## src/rtl/accel_cfg_receiver_if.sv

```systemverilog
// Purpose: CPU accelerator bus plus core start/done handshake, grouped for the config receiver.
// Latency: wires only, no storage.
// Backpressure: none; the CPU paces writes with accel_en/bus_wr, the core paces completion with core_done.
interface accel_cfg_receiver_if #(
  parameter int DATA_W = 16
);
  logic              accel_en;
  logic              bus_wr;
  logic [DATA_W-1:0] bus_data;
  logic              accel_done;
  logic              core_start;
  logic              core_done;

  // master: the environment around the receiver (CPU issuing writes, core reporting completion)
  modport master (
    output accel_en, bus_wr, bus_data, core_done,
    input  accel_done, core_start
  );

  // slave: the config receiver itself
  modport slave (
    input  accel_en, bus_wr, bus_data, core_done,
    output accel_done, core_start
  );
endinterface

```

## src/rtl/accel_cfg_receiver.sv

```systemverilog
// Purpose: captures a sequential address-less write stream into NUM_REGS config words, then runs one core job.
// Latency: last config write in cycle N -> core_start in N+1; core_done in cycle M -> accel_done from M+1.
// Backpressure: none; writes are accepted whenever accel_en is high, writes during LAUNCH/RUN are dropped and flagged.
module accel_cfg_receiver #(
  parameter int NUM_REGS    = 5,
  parameter int DATA_W      = 16,
  parameter int WDOG_CYCLES = 4096
) (
  input  logic                         clk,
  input  logic                         rst_n,
  accel_cfg_receiver_if.slave          bus,
  output logic [NUM_REGS*DATA_W-1:0]   cfg_regs,
  output logic                         busy,
  output logic                         err_overrun,
  output logic                         err_timeout
);

  localparam int              PTR_W    = (NUM_REGS > 1) ? $clog2(NUM_REGS) : 1;
  localparam int              WD_W     = $clog2(WDOG_CYCLES + 2);
  localparam int unsigned     WD_LIM   = (WDOG_CYCLES > 0) ? WDOG_CYCLES - 1 : 0;
  localparam logic [PTR_W-1:0] PTR_LAST = PTR_W'(NUM_REGS - 1);

  typedef enum logic [2:0] {
    S_IDLE   = 3'd0,
    S_LOAD   = 3'd1,
    S_LAUNCH = 3'd2,
    S_RUN    = 3'd3,
    S_DONE   = 3'd4
  } state_t;

  state_t            state, state_nxt;
  logic [PTR_W-1:0]  ptr;
  logic [WD_W-1:0]   wdog;
  logic              wr_acc;
  logic              new_job;
  logic              last_wr;
  logic              wdog_exp;

  assign wr_acc  = bus.bus_wr & bus.accel_en;
  assign new_job = wr_acc & ((state == S_IDLE) | (state == S_DONE));
  assign last_wr = (ptr == PTR_LAST);
  // Expiry is judged on the post-increment count so DONE is entered exactly WDOG_CYCLES cycles after core_start.
  assign wdog_exp = (WDOG_CYCLES != 0) && ((32'(wdog) + 32'd1) >= WD_LIM);

  // State register
  always_ff @(posedge clk or negedge rst_n) begin
    if (!rst_n) state <= S_IDLE;
    else        state <= state_nxt;
  end

  // Next-state: load words, one-cycle launch, run until core_done or watchdog
  always_comb begin
    state_nxt = state;
    unique case (state)
      S_IDLE, S_DONE: if (wr_acc) state_nxt = (NUM_REGS == 1) ? S_LAUNCH : S_LOAD;
      S_LOAD:         if (wr_acc && last_wr) state_nxt = S_LAUNCH;
      S_LAUNCH:       state_nxt = S_RUN;
      S_RUN:          if (bus.core_done || wdog_exp) state_nxt = S_DONE;
      default:        state_nxt = S_IDLE;
    endcase
  end

  // Output decode: busy is the only combinational output
  always_comb begin
    busy = (state == S_LOAD) | (state == S_LAUNCH) | (state == S_RUN);
  end

  // Datapath: word capture, pointer, watchdog, sticky errors and registered handshake outputs
  always_ff @(posedge clk or negedge rst_n) begin
    if (!rst_n) begin
      cfg_regs       <= '0;
      ptr            <= '0;
      wdog           <= '0;
      err_overrun    <= 1'b0;
      err_timeout    <= 1'b0;
      bus.core_start <= 1'b0;
      bus.accel_done <= 1'b0;
    end else begin
      bus.core_start <= (state_nxt == S_LAUNCH);
      bus.accel_done <= (state_nxt == S_DONE);
      if (new_job) begin
        cfg_regs[DATA_W-1:0] <= bus.bus_data;
        ptr                  <= (NUM_REGS == 1) ? '0 : PTR_W'(1);
        err_overrun          <= 1'b0;
        err_timeout          <= 1'b0;
      end else begin
        unique case (state)
          S_LOAD: begin
            if (wr_acc) begin
              cfg_regs[int'(ptr)*DATA_W +: DATA_W] <= bus.bus_data;
              ptr <= last_wr ? '0 : ptr + PTR_W'(1);
            end
          end
          S_LAUNCH: begin
            wdog <= '0;
            if (wr_acc) err_overrun <= 1'b1;
          end
          S_RUN: begin
            if (wr_acc) err_overrun <= 1'b1;
            // A coincident core_done beats the watchdog, so no error in that case
            if (!bus.core_done) begin
              wdog <= wdog + WD_W'(1);
              if (wdog_exp) err_timeout <= 1'b1;
            end
          end
          default: ;
        endcase
      end
    end
  end

endmodule

```

## src/flat_wrapper.sv

```systemverilog
// flat-port wrapper written by rule: the top's interface ports become plain ports
module accel_cfg_receiver_flat 
#(
  parameter int NUM_REGS    = 5,
  parameter int DATA_W      = 16,
  parameter int WDOG_CYCLES = 4096
)
  (clk, rst_n, cfg_regs, busy, err_overrun, err_timeout, bus_accel_en, bus_bus_wr, bus_bus_data, bus_core_done, bus_accel_done, bus_core_start);
  accel_cfg_receiver_if #(.DATA_W(DATA_W)) bus_i ();
  input  logic clk;
  input  logic rst_n;
  output logic [NUM_REGS*DATA_W-1:0] cfg_regs;
  output logic busy;
  output logic err_overrun;
  output logic err_timeout;
  input wire logic [$bits(bus_i.accel_en)-1:0] bus_accel_en;
  input wire logic [$bits(bus_i.bus_wr)-1:0] bus_bus_wr;
  input wire logic [$bits(bus_i.bus_data)-1:0] bus_bus_data;
  input wire logic [$bits(bus_i.core_done)-1:0] bus_core_done;
  output wire logic [$bits(bus_i.accel_done)-1:0] bus_accel_done;
  output wire logic [$bits(bus_i.core_start)-1:0] bus_core_start;
  assign bus_i.accel_en = bus_accel_en;
  assign bus_i.bus_wr = bus_bus_wr;
  assign bus_i.bus_data = bus_bus_data;
  assign bus_i.core_done = bus_core_done;
  assign bus_accel_done = bus_i.accel_done;
  assign bus_core_start = bus_i.core_start;
  accel_cfg_receiver #(.NUM_REGS(NUM_REGS), .DATA_W(DATA_W), .WDOG_CYCLES(WDOG_CYCLES)) u_core (.clk(clk), .rst_n(rst_n), .bus(bus_i), .cfg_regs(cfg_regs), .busy(busy), .err_overrun(err_overrun), .err_timeout(err_timeout));
endmodule
```

## config.mk

```make
export PLATFORM = sky130hd
export DESIGN_NAME = accel_cfg_receiver_flat
export DESIGN_NICKNAME = d
export VERILOG_FILES = /design/src/rtl/accel_cfg_receiver_if.sv /design/src/rtl/accel_cfg_receiver.sv /design/src/flat_wrapper.sv
export SDC_FILE = /design/constraint.sdc
export NUM_CORES = 1
export LEC_CHECK = 0
export ABC_AREA = 1
export CORE_UTILIZATION = 24
export CTS_BUF_LIST = sky130_fd_sc_hd__clkbuf_16
export CTS_CLUSTER_DIAMETER = 200
export DETAILED_ROUTE_END_ITERATION = 10
export PLACE_DENSITY = 0.56
export SLEW_MARGIN = 20
export SYNTH_ARGS = -nofsm -noshare
export SYNTH_HDL_FRONTEND = slang
export SYNTH_SLANG_ARGS = --single-unit
```

## constraint.sdc

```tcl
create_clock -name clk -period 4.5 [get_ports clk]
set_clock_uncertainty 0.15 [all_clocks]
set_input_delay 0.45 -clock clk [delete_from_list [all_inputs] [get_ports clk]]
set_output_delay 0.45 -clock clk [all_outputs]
set_load 0.05 [all_outputs]
```

==> flow_summary.yaml, run 1 <==
run_status:
  status: "finished clean"
logic_synthesis:
  syn-num-nets: 593
  netlist_instances: 563
  synth_warnings: 0
  ys_seq_area_share_pct: 53.0
  synth.distinct_cells: 35
  synth_top_cells_by_count: "124 x nand2_1, 103 x dfrtp_1, 63 x o21ai_0"
  post-synth-top-area-fraction_pct: 53.0
  post-synth-top-count-cell: "nand2_1"
  ys_ff_latch: 103
  avgSynthCellArea_um2: 8.65
  synthTopCellsByArea: "dfrtp_1 53%, nand2_1 9.6%, o21ai_0 6.5%"
  synth-main-ff-cell: "dfrtp_1"
  yosys.area.top_type: "dfrtp_1"
  synth_edf_count: 0
  netlist_area_um2: 4870
  synthArstFlopShare_pct: 100
global_routing:
  grt_start_max_net_pins: 58
  grt_usage_pct: 14.1
  grt_pass1_wl_um: 22400
  antenna_found_initial: 0
  overflow: 0
  grt_pass1_vias: 4070
die:
  start_util_pct: 24.8
  chipHeight_um: 144
  die_w_um: 144
  dieArea_um2: 20900
  placementRows: 51
  io_pins: 106
  core_area_um2: 19700
cells_and_area:
  area_growth_syn_to_layout_pct: 31.8
  drive_above_1_share_pct: 5.88
  fin_util_pct: 32.6
  multi_input_area_um2: 1950
  fillers: 2144
  nets: 689
  seqCellArea_um2: 2580
  design_area_um2: 6410
routing:
  drtIter0Drc: 304
  dr.pass1.iters: 6
  num_vias: 4115
  drc_errors: 0
  routed_wl_um: 14200
  wl_per_cell_um: 15.3
  viasPerCell: 4.43
  antenna_left: 0
timing:
  setup_tns_ns: 0
  relSlewSlack_pct: 29.9
  drv_slew: 0
  worstMarginPinSlew_ns: 1.05
  finalHoldViolCount: 0
  timing.fmax_ghz: 0.343
  fin_crit_sh_pct: 64.7
  min_period_ns: 2.91
  setup_violations: 0
  rsz0062_at_grt: "no"
  worst_slack_ns: 1.59
placement:
  port_buffers: 105
  place_area_um2: 6130
  gp_congestion: 0.835
  hpwl_um: 10600
  dp_slack_ns: 1.54
cts:
  path_clk_slew_ns: 0.07
  cts_root_buf: "clkbuf_16"
  cts_buffers: 9
  cts_sinks: 103
  clk_latency_ns: 0.33
  post-cts-setup-buffer-count: 0
  cts_resized: 0
  htree_levels: 3
  clockBufferDepth: 2
  cts_tree: "done"
critical_path:
  worstSetupPathType: "reg -> reg"
  crit_fanout: 29
  timing.rr.end: "u_core.cfg_regs[0]"
  arrival_ns: 2.98
  critPathCaptureType: "flop"
  r2r.worst_path.cells: 7
  cp-start-kind: "flop"
  required_ns: 4.57
  rr_startpoint: "u_core.ptr[0]"
  r2r_slack_ns: 1.59
  startpoint: "u_core.ptr[0]"
power_and_ir_drop:
  peakVddDrop_uv: 267
  cellPowerDensity_nw_per_um2: 730
  totalPowerFinal_uw: 4680
  cellLeakagePower_uw: 0.00301
min_path:
  min_from: "u_core.cfg_regs[65]"
  hold_path_end: "u_core.cfg_regs[65]"
  hp-class: "reg -> reg"
  min_path_cells: 2
flow_run:
  drv_cap: 0
==> metal layers <==
layer	vias to the layer above	part of all wire, %	track usage, %
met5	-	0	0
met4	0	1.2	4.27
met3	11	5.3	2.38
met2	96	47	22.2
met1	1962	47	19.8
li1	2046	-	-
==> through the flow <==
step                      hold slack [ns]  cells
after floorplan                   0.00441    563
after CTS                           0.346    928
after global routing                0.363    928
final                               0.338    929
after detailed placement            0.191    912
after global placement              0.191    912
==> layout make-up <==
class	instances	area share (%)
Antenna cell	1	0.0390
Inverter	51	2.98
Clock buffer	9	3.51
Timing Repair Buffer	111	17.1
Tap cell	265	5.17
Sequential cell	103	40.2
Clock inverter	6	0.683
Multi-Input combinational cell	383	30.3
==> layout by cell type, fill, tap and decap left out, types with 2 or more instances in the layout <==
cell type        instances
inv_2                    2
buf_4                    6
dfrtp_1                103
mux2_1                   3
nor2_2                   2
nand2_1                124
nand2_2                  4
nand4_1                 15
o21ai_1                  6
clkbuf_16                9
o22ai_1                  4
xor2_1                   2
nor2_1                  53
nand3_1                 57
a21oi_1                 19
nor2_8                   4
inv_1                   48
clkinv_1                 2
o21ai_0                 63
nor3_4                   2
clkinvlp_4               3
o31ai_1                  8
ha_1                     9
clkdlybuf4s50_1        104
inv_6                    2
==> how the worst max path moves through the flow <==
stage               cells after the start  slack, ns                  end
floorplan                              12       2.18  u_core.cfg_regs[44]
global placement                        8       1.64  u_core.cfg_regs[47]
detailed placement                      7       1.54   u_core.cfg_regs[0]
CTS                                     7       1.55   u_core.cfg_regs[0]
global route                            8       1.33  u_core.cfg_regs[18]
finish                                  7       1.59   u_core.cfg_regs[0]
==> sequential cells by signal, summed over array words and instances, names as in the netlist <==
signal                 flops
u_core.err_overrun         1
u_core.bus.core_start      1
u_core.state               3
u_core.cfg_regs           80
u_core.bus.accel_done      1
u_core.err_timeout         1
u_core.ptr                 3
u_core.wdog               13
==> power breakdown <==
part	switching (µW)	total [µW]	internal, µW
logic	1830	2530	698
registers	223	1430	1210
clock network	348	723	374
==> what timing repair did <==
item / CTS / global route
setup endpoints to repair: 0 / 0
hold buffers: 1 / 0
endpoints found under the hold margin: 16 / 0
==> worst max-delay path: stages (launching register included) <==
cell and delay, ns:
dfrtp_1 0.57, inv_1 0.15, ha_1 0.25, ha_1 0.31, nor3_1 0.18, nand3_1 0.09
nand2_1 0.70, mux2_1 0.38
==> kinds of logic (layout without fill, tap and decap cells) <==
group	count (synthesis)	after routing	share of synthesized area (%)
AOI/OAI and AO/OA	103	103	11.3
xor gates and xnor gates	2	2	0.360
adders and majority gates	9	9	2.31
buffers and inverters	77	177	7.09
DFF	103	103	53.0
muxes	3	3	0.694
other	0	1	0
and+or+nand+nor	266	266	25.3
Power figures use the tool's default switching activity.
==> run 2, diff against run 1 <==
- clock period: 4.5 -> 2.7 ns (I/O delays scaled with it)
==> flow_summary.yaml, run 2 (synthesized netlist as in run 1, its figures left out) <==
cells_and_area:
  final_common_cell: "nand2_1"
  most-common-layout-cells: "124 x nand2_1, 104 x clkdlybuf4s50_1, 103 x dfrtp_1"
  drive_above_1_share_pct: 7.28
  largest_reg_flops: 80
  area_growth_syn_to_layout_pct: 34.5
  reg.largest.list: "u_core.cfg_regs: 80 flops, u_core.wdog: 13 flops"
  fillers: 2122
  largest-register: "u_core.cfg_regs"
  nets: 698
cts:
  cts_root_buf: "clkbuf_16"
  clk_latency_ns: 0.35
  cts_tree: "done"
  post-cts-setup-buffer-count: 0
  path_clk_slew_ns: 0.08
  cts_buffers: 9
  cts_sinks: 103
  clockBufferDepth: 2
  htree_levels: 3
min_path:
  hp-class: "in -> async"
timing:
  rsz0062_at_grt: "no"
  setup_tns_ns: 0
  setup_violations: 0
  min_period_ns: 2.36
  relSlewSlack_pct: 59.7
  timing.fmax_ghz: 0.423
  fin_crit_sh_pct: 87.5
  finalHoldViolCount: 0
  worstMarginPinSlew_ns: 0.602
  drv_slew: 0
routing:
  num_vias: 4198
  routed_wl_um: 14400
  drtIter0Drc: 323
  dr.pass1.iters: 4
  wl_per_cell_um: 15.4
  drc_errors: 0
  viasPerCell: 4.47
  antenna_left: 0
global_routing:
  antenna_found_initial: 1
  grt_usage_pct: 14.3
  grt_pass1_vias: 4019
  overflow: 0
  grt_pass1_wl_um: 22500
  grt_start_max_net_pins: 52
critical_path:
  rr_startpoint: "u_core.ptr[1]"
  crit_path_end: "u_core.cfg_regs[20]"
  critPathCaptureType: "flop"
  required_ns: 2.84
  startpoint: "u_core.ptr[1]"
  r2r_slack_ns: 0.34
  crit_fanout: 16
  cp-start-kind: "flop"
  worstSetupPathType: "reg -> reg"
  arrival_ns: 2.50
  timing.rr.end: "u_core.cfg_regs[20]"
  r2r.worst_path.cells: 9
placement:
  gp_congestion: 0.841
  port_buffers: 105
  hpwl_um: 10600
die:
  start_util_pct: 24.8
  chipHeight_um: 144
  core_area_um2: 19700
  io_pins: 106
  dieArea_um2: 20900
  die_w_um: 144
  placementRows: 51
power_and_ir_drop:
  cellLeakagePower_uw: 0.00309
  totalPowerFinal_uw: 8160
  p_sw_uw: 4150
  peakVddDrop_uv: 352
  combPwrFrac_pct: 54.9
  seqPwrFrac_pct: 28.8
  power.internal_uw: 4000
  p_sw_share_pct: 50.9
  clkPwrFrac_pct: 16.3
  cellPowerDensity_nw_per_um2: 1250
run_status:
  status: "finished clean"
flow_run:
  drv_cap: 0
## run 2: cell types whose count changed in the layout (fill, tap and decap cells not counted), sizes merged
cell	delta
inv	+2
clkinvlp	-3
buf	+9
clkinv	+2
## run 2: how the worst min path moves through the flow
stage,start,end,slack [ns]
floorplan,rst_n,u_core.bus.accel_done,-0.18
global placement,rst_n,u_core.bus.core_start,0.14
detailed placement,rst_n,u_core.bus.core_start,0.13
CTS,rst_n,u_core.bus.core_start,0.29
global route,rst_n,u_core.bus.core_start,0.33
finish,rst_n,u_core.bus.core_start,0.27
## run 2: final cells by class
class                           instances  area [µm²]  share of cell area [%]
Sequential cell                       103        2580                    39.4
Clock buffer                            9         225                    3.44
Timing Repair Buffer                  120        1190                    18.2
Antenna cell                            1        2.50                  0.0382
Clock inverter                          7        81.3                    1.24
Multi-Input combinational cell        383        1950                    29.7
Tap cell                              265         332                    5.07
Inverter                               51         191                    2.92
## run 2: critical path, stage by stage, from the launching register on
cell and delay, ns:
dfrtp_1 0.47, inv_1 0.11, ha_1 0.21, ha_1 0.32, inv_1 0.10, or2_4 0.35, buf_12 0.18, nor2_8 0.23
nand3_1 0.10, nand2_1 0.08
## run 2: layer usage
metal / vias to the layer above / part of all wire [%] / GRT usage (%)
li1: 2065 / - / -
met1: 2033 / 48 / 20.2
met2: 89 / 46 / 21.7
met3: 11 / 4.7 / 2.78
met4: 0 / 1.2 / 4.54
met5: - / 0 / 0
## run 2: through the flow
step                      hold slack (ns)  utilization (%)  instance area (µm²)  std cells  setup slack (ns)
final                               0.274             33.3                 6550        939             0.339
after detailed placement            0.129             31.7                 6220        921             0.199
after global routing                0.330             33.3                 6540        938             0.153
after global placement              0.136             31.7                 6220        921             0.282
after CTS                           0.293             33.3                 6540        938             0.193
after floorplan                    -0.176                -                 4870        563             0.378
## run 2: power by group through the flow
stage / clock network [µW] / registers, µW / logic (µW)
after floorplan: 0 / 3760 / 1530
after global placement: 0 / 2380 / 4480
after detailed placement: 0 / 2380 / 4470
after CTS: 1370 / 2360 / 4490
after global routing: 1430 / 2400 / 4780
final: 1330 / 2350 / 4470
## run 2: timing repair
| item | in CTS | in global routing |
|---|---|---|
| endpoints found under the hold margin | 35 | 0 |
| resized for setup | 0 | 1 |
| hold buffers | 1 | 0 |
| setup endpoints to repair | 0 | 4 |
==> run 3, diff against run 2 <==
- SLEW_MARGIN: 20 -> 10
==> results of run 3 <==
Same layout as run 2: the final DEF is identical, and so are final timing and power.
